## config.mk

```make
export PLATFORM = sky130hd
export DESIGN_NAME = spi_rx
export DESIGN_NICKNAME = d
export VERILOG_FILES = /design/src/rtl/spi_rx.sv
export SDC_FILE = /design/constraint.sdc
export NUM_CORES = 1
export LEC_CHECK = 0
export CORE_UTILIZATION = 52
export DETAILED_ROUTE_END_ITERATION = 7
export PLACE_DENSITY = 0.77
export SYNTH_ARGS = -nofsm -noshare
export SYNTH_HDL_FRONTEND = slang
export SYNTH_SLANG_ARGS = --single-unit
```

## constraint.sdc

```tcl
create_clock -name i_clk -period 2.4 [get_ports i_clk]
set_input_delay 0.48 -clock i_clk [delete_from_list [all_inputs] [get_ports i_clk]]
set_output_delay 0.48 -clock i_clk [all_outputs]
set_load 0.02 [all_outputs]
```

## src/rtl/spi_rx.sv

```systemverilog
// SPI mode-0 slave receiver: synchronises the SPI pins into the system
// clock domain and delivers whole MSB-first words with frame/error flags.
module spi_rx #(
   parameter int c_word_w      = 8,
   parameter int c_sync_stages = 2,
   parameter int c_max_words   = 4096
) (
   input  logic                               i_clk,
   input  logic                               i_rst,
   input  logic                               i_dck,
   input  logic                               i_cs,
   input  logic                               i_mosi,
   output logic [c_word_w-1:0]                o_data,
   output logic                               o_valid,
   output logic                               o_start,
   output logic                               o_active,
   output logic [$clog2(c_max_words+1)-1:0]   o_words,
   output logic                               o_err
);

   localparam int c_cnt_w = $clog2(c_max_words + 1);
   localparam int c_bit_w = (c_word_w > 2) ? $clog2(c_word_w) : 1;

   typedef enum logic {st_idle, st_shift} state_t;

   state_t state, state_nx;

   logic [c_sync_stages-1:0] cs_sync;
   logic [c_sync_stages-1:0] dck_sync;
   logic [c_sync_stages-1:0] mosi_sync;
   logic [c_sync_stages-1:0] prime;
   logic                     dck_d;
   logic                     sync_cs;
   logic                     sync_mosi;
   logic                     dck_edge;
   logic                     armed;
   logic                     first;
   logic                     done;
   logic                     go;
   logic                     quit;
   logic                     shift_en;
   logic [c_word_w-1:0]      shreg;
   logic [c_bit_w-1:0]       bitcnt;

   assign sync_cs   = cs_sync[c_sync_stages-1];
   assign sync_mosi = mosi_sync[c_sync_stages-1];
   assign dck_edge  = dck_sync[c_sync_stages-1] & ~dck_d;

   // prime marks when the chains hold real samples, not reset presets
   always_ff @(posedge i_clk or posedge i_rst) begin
      if (i_rst) begin
         cs_sync   <= '1;
         dck_sync  <= '0;
         mosi_sync <= '0;
         prime     <= '0;
         dck_d     <= 1'b0;
      end else begin
         cs_sync   <= {cs_sync[c_sync_stages-2:0], i_cs};
         dck_sync  <= {dck_sync[c_sync_stages-2:0], i_dck};
         mosi_sync <= {mosi_sync[c_sync_stages-2:0], i_mosi};
         prime     <= {prime[c_sync_stages-2:0], 1'b1};
         dck_d     <= dck_sync[c_sync_stages-1];
      end
   end

   always_ff @(posedge i_clk or posedge i_rst) begin
      if (i_rst) state <= st_idle;
      else       state <= state_nx;
   end

   always_comb begin
      state_nx = state;
      unique case (state)
         st_idle:  if (armed && !sync_cs) state_nx = st_shift;
         st_shift: if (sync_cs)           state_nx = st_idle;
      endcase
   end

   always_comb begin
      o_active = (state == st_shift);
      go       = (state == st_idle) && armed && !sync_cs;
      quit     = (state == st_shift) && sync_cs;
      shift_en = (state == st_shift) && !sync_cs && dck_edge;
   end

   always_ff @(posedge i_clk or posedge i_rst) begin
      if (i_rst) begin
         armed   <= 1'b0;
         first   <= 1'b0;
         done    <= 1'b0;
         shreg   <= '0;
         bitcnt  <= '0;
         o_data  <= '0;
         o_valid <= 1'b0;
         o_start <= 1'b0;
         o_words <= '0;
         o_err   <= 1'b0;
      end else begin
         o_valid <= 1'b0;
         o_start <= 1'b0;
         o_err   <= 1'b0;
         done    <= 1'b0;
         if (state == st_idle && sync_cs && prime[c_sync_stages-1])
            armed <= 1'b1;
         if (shift_en) begin
            shreg <= {shreg[c_word_w-2:0], sync_mosi};
            if (bitcnt == c_bit_w'(c_word_w - 1)) begin
               bitcnt <= '0;
               done   <= 1'b1;
            end else begin
               bitcnt <= bitcnt + 1'b1;
            end
         end
         // a word finished just before cs release is still delivered
         if (done) begin
            o_data  <= shreg;
            o_valid <= 1'b1;
            o_start <= first;
            first   <= 1'b0;
            if (o_words != c_cnt_w'(c_max_words))
               o_words <= o_words + c_cnt_w'(1);
         end
         if (quit) begin
            bitcnt <= '0;
            o_err  <= (bitcnt != '0);
         end
         if (go) begin
            bitcnt  <= '0;
            o_words <= '0;
            first   <= 1'b1;
         end
      end
   end

endmodule

```

==> summary.md <==
| Metric | Value |
|---|---|
| Status | completed |
| Xor/xnor share of the synthesized area | approximately 4% |
| Number of different library cells in the post-synthesis netlist | 35 |
| I/O Buffers | 29 |
| Post-synthesis register bit count | 48 |
| Launching point of the worst reg2reg path | o_words[0]$_DFFE_PP0P_ |
| Number of antenna violations at the first check in global routing | 0 |
| Largest fanout of any net on the critical path | 5 |
| Worst setup skew after layout | 0.002733 ns |
| Post-CTS Hold Buffers | 0 |
| Fin. max-slew vios | 0 |
| Post-synthesis mux area share | roughly a tenth |
| Number of endpoints with negative hold slack in the final report | 0 |
| Summed instance area of the synthesized netlist | slightly below 2000 um^2 |
| Worst-skew pair later-pin latency | about 0.29 ns |
| Detailed router's first-iteration violation count | 84 |
| Floorplan Core Area | ~3500 um^2 |
| Portion of synthesized cell area occupied by the leading cell type | slightly below 60% |
| Adder and majority gate portion of the synthesized area | under 10% |
| Setup crit start | o_words[0]$_DFFE_PP0P_ |
| Warnings from Yosys | 0 |
| Minimum clock period after layout | 1.966 ns |
| Syn Nets | 164 |
| Detailed-router iteration count before antenna repair | 4 |
| Detailed-placement wirelength estimate | approximately 2400 um |
| Total congestion overflow after global routing | 0 |
| Delay of the slowest critical-path stage | a little under 0.5 ns |
| Data required time of the critical path | ~2.6 ns |
| Mean cell area of the mapped netlist | between 10 and 15 um^2 |
| Most frequently used cell type in the post-synthesis netlist | sky130_fd_sc_hd__dfrtp_1 |
| Initial core utilization | a little under three fifths |
| Clock edge transition at the registers on the reported setup and hold paths | about 0.08 ns |
| Post-route fraction of the period consumed by the critical path | about four fifths |
| Global placement routability congestion | ~0.83 |
| Combinational family with the most area after synthesis | simple AND/OR/NAND/NOR gates |
| Share of the synthesized area in compound gates (AO/OA/AOI/OAI) | under 10% |
| Post-synthesis simple-gate area fraction | between 10% and 20% |
| Diode count | 0 |
| Sequential share of the synthesized area | about 62% |
| Number of buffer and inverter instances along the worst setup path | 1 |
| Commonest cells in the netlist | 46 x sky130_fd_sc_hd__dfrtp_1, 18 x sky130_fd_sc_hd__nor2_1, 16 x sky130_fd_sc_hd__mux2_2, 8 x sky130_fd_sc_hd__inv_1, 7 x sky130_fd_sc_hd__xor2_1 |
| Maximum vdd ir drop | roughly 430 uV |
| Critical Path Start Type | register |
| Pwr per Cell Area | ~620 nW/um^2 |
| Root Driver | sky130_fd_sc_hd__clkbuf_8 |
| Maximum clock rate | a little over 500 MHz |
| Worst hold margin | between 0.3 and 0.4 ns |
| Type of the tightest min-delay check | reg -> reg |
| Setup Viol. Count Final | 0 |
| CTS H-tree depth | 2 |
| CTS tree | done |
| # IOs | 30 |
| List of cells traversed by the critical path | inv_1, ha_1, or4b_4, o31ai_4, mux2i_1, nor2_1 |
| Total global-route track usage | between 15 and 20% |
| Number of rows in the core area | 21 |
| Number of buffers created by CTS | 5 |
| Synth area leader | sky130_fd_sc_hd__dfrtp_1 |
| Slew @ Worst Pin | roughly 0.58 ns |
| Die outline area | approximately 4000 um^2 |
| Post-CTS repair timing setup buffer count | 0 |
| Antenna viol nets, final | 0 |
| Via count | about 1300 |
| Number of vias per cell | between 5 and 6 |
| Worst relative slew slack | between 60 and 70% |
| CP Data Arrival Time | between 2 and 2.5 ns |
| Setup_tns | 0 ns |
| Fin nets | 199 |
| Average wire per cell in the routed design | around 14 um |
| Critical path endpoint category | register |
| Critical path class | reg -> reg |
| Die width | 63.35 um |
| Setup repair after global routing missed its margin | false |
| Number of global-route vias before repair | between 1000 and 1500 |
| Number of enable flip-flop cells after synthesis | 0 |
| Main synth FF type | sky130_fd_sc_hd__dfrtp_1 |
| Largest buffer count on any clock path | 2 |
| Remaining routing DRC violations | 0 |
| Static leakage power | roughly 1.1 nW |
| Cell count after synthesis | between 150 and 200 |
| Async S/R FF share, synth | 100.0% |
| Resized cells post-CTS | 0 |
| Clock Sink Count | 48 |
| Critical Path Slowest Stage Cell | sky130_fd_sc_hd__or4b_4 |
| Layout Area Growth over Synthesis | 24.23% |
| Largest cells by area after synthesis | sky130_fd_sc_hd__dfrtp_1 59%, sky130_fd_sc_hd__mux2_2 9.2%, sky130_fd_sc_hd__nor2_1 3.5% |
| Family with the most delay on the worst path | simple AND/OR/NAND/NOR gates |
| Share of layout cells above drive strength 1 | 20.53% |
| Largest net degree at the start of global routing | slightly below 50 |
| Height of the die | about 63 um |
| First-pass GRT wire length | slightly below 6000 um |
| Routed Wire Length | roughly 3400 um |
| Beginning of the worst hold path | prime[0]$_DFF_PP0_ |
| Max Cap Viol | 0 |
## cell usage in the layout, fill, tap and decap left out, types with 2 or more instances in the layout
cell                              netlist  routed
sky130_fd_sc_hd__nand3_1                3       3
sky130_fd_sc_hd__dfstp_2                2       2
sky130_fd_sc_hd__nand2_1                3       3
sky130_fd_sc_hd__inv_1                  8       7
sky130_fd_sc_hd__clkbuf_8               0       5
sky130_fd_sc_hd__dfrtp_1               46      46
sky130_fd_sc_hd__ha_1                   5       5
sky130_fd_sc_hd__mux2i_1                2       2
sky130_fd_sc_hd__buf_4                  0       4
sky130_fd_sc_hd__nor2_1                18      18
sky130_fd_sc_hd__xnor2_1                2       2
sky130_fd_sc_hd__mux2_2                16      16
sky130_fd_sc_hd__clkdlybuf4s50_1        0      29
sky130_fd_sc_hd__or4b_4                 2       2
sky130_fd_sc_hd__xor2_1                 7       7
sky130_fd_sc_hd__o21ai_0                2       2
sky130_fd_sc_hd__nand4_1                6       6
sky130_fd_sc_hd__and2_1                 4       4
sky130_fd_sc_hd__a21oi_1                6       6
## through the flow
stage          utilization, %  setup slack [ns]  power, mW  area [um^2]  instances
6_report                70.09            0.4336      1.517         2431        236
5_1_grt                 70.09            0.3463      1.584         2431        236
4_1_cts                 70.09            0.4418      1.537         2431        236
3_5_place_dp            66.88            0.4547     0.9664         2320        228
3_3_place_gp            66.88            0.5826     0.9561         2320        228
2_1_floorplan               -            0.5057     0.9306         1957        154
## sequential cells by signal, indices dropped and copies added (netlist names)
| register | count |
|---|---|
| o_words | 13 |
| o_data | 8 |
| shreg | 8 |
| bitcnt | 3 |
| cs_sync | 2 |
| dck_sync | 2 |
| mosi_sync | 2 |
| prime | 2 |
| armed | 1 |
| dck_d | 1 |
| done | 1 |
| first | 1 |
| o_active | 1 |
| o_err | 1 |
| o_start | 1 |
| o_valid | 1 |
## metal layers
metal	track usage (%)	wire, um
met1	22.55	1374
met2	33.51	1799
met3	4.529	132
met4	8.807	48
met5	0	0
## worst register-to-register path: cells and delay by family (launching register included)
family / cells / cell delay [ns]
flops: 1 / 0.43
fa+ha+maj: 1 / 0.16
compound gates: 1 / 0.36
buf+inv: 1 / 0.13
simple gates: 2 / 0.54
mux: 1 / 0.23
## worst paths after layout
path                       slack [ns]  cells after the start                endpoint
min in group asynchronous        0.65                      3         o_err$_DFF_PP0_
hold / removal                   0.35                      0      prime[1]$_DFF_PP0_
setup reg to reg                 0.43                      6  o_words[1]$_DFFE_PP0P_
setup / recovery                 0.43                      6  o_words[1]$_DFFE_PP0P_
hold reg to reg                  0.35                      0      prime[1]$_DFF_PP0_
max in group asynchronous        1.36                      3    shreg[7]$_DFFE_PP0P_
## cell families after synthesis
logic type      after synthesis
other cells                   1
flops                        48
fa+ha+maj                     5
xor+xnor                      9
simple gates                 48
compound gates               12
buf+inv                      13
mux                          18
## area by class of cell
class / count / area (um^2)
Sequential cell: 48 / 1204
Clock buffer: 5 / 68.82
Multi-Input combinational cell: 93 / 708.2
Timing Repair Buffer: 33 / 320.3
Clock inverter: 3 / 42.54
Fill cell: 262 / 1037
Inverter: 8 / 30.03
Tap cell: 46 / 57.56
## where the power goes
part	leakage, nW	switching (mW)	total (mW)	internal, mW
Clock	0.0541	0.259	0.567	0.308
Combinational	0.430	0.0385	0.0755	0.0369
Sequential	0.629	0.0276	0.874	0.847
Total	1.11	0.325	1.52	1.19
No activity file was read; power rests on OpenSTA's default activity.
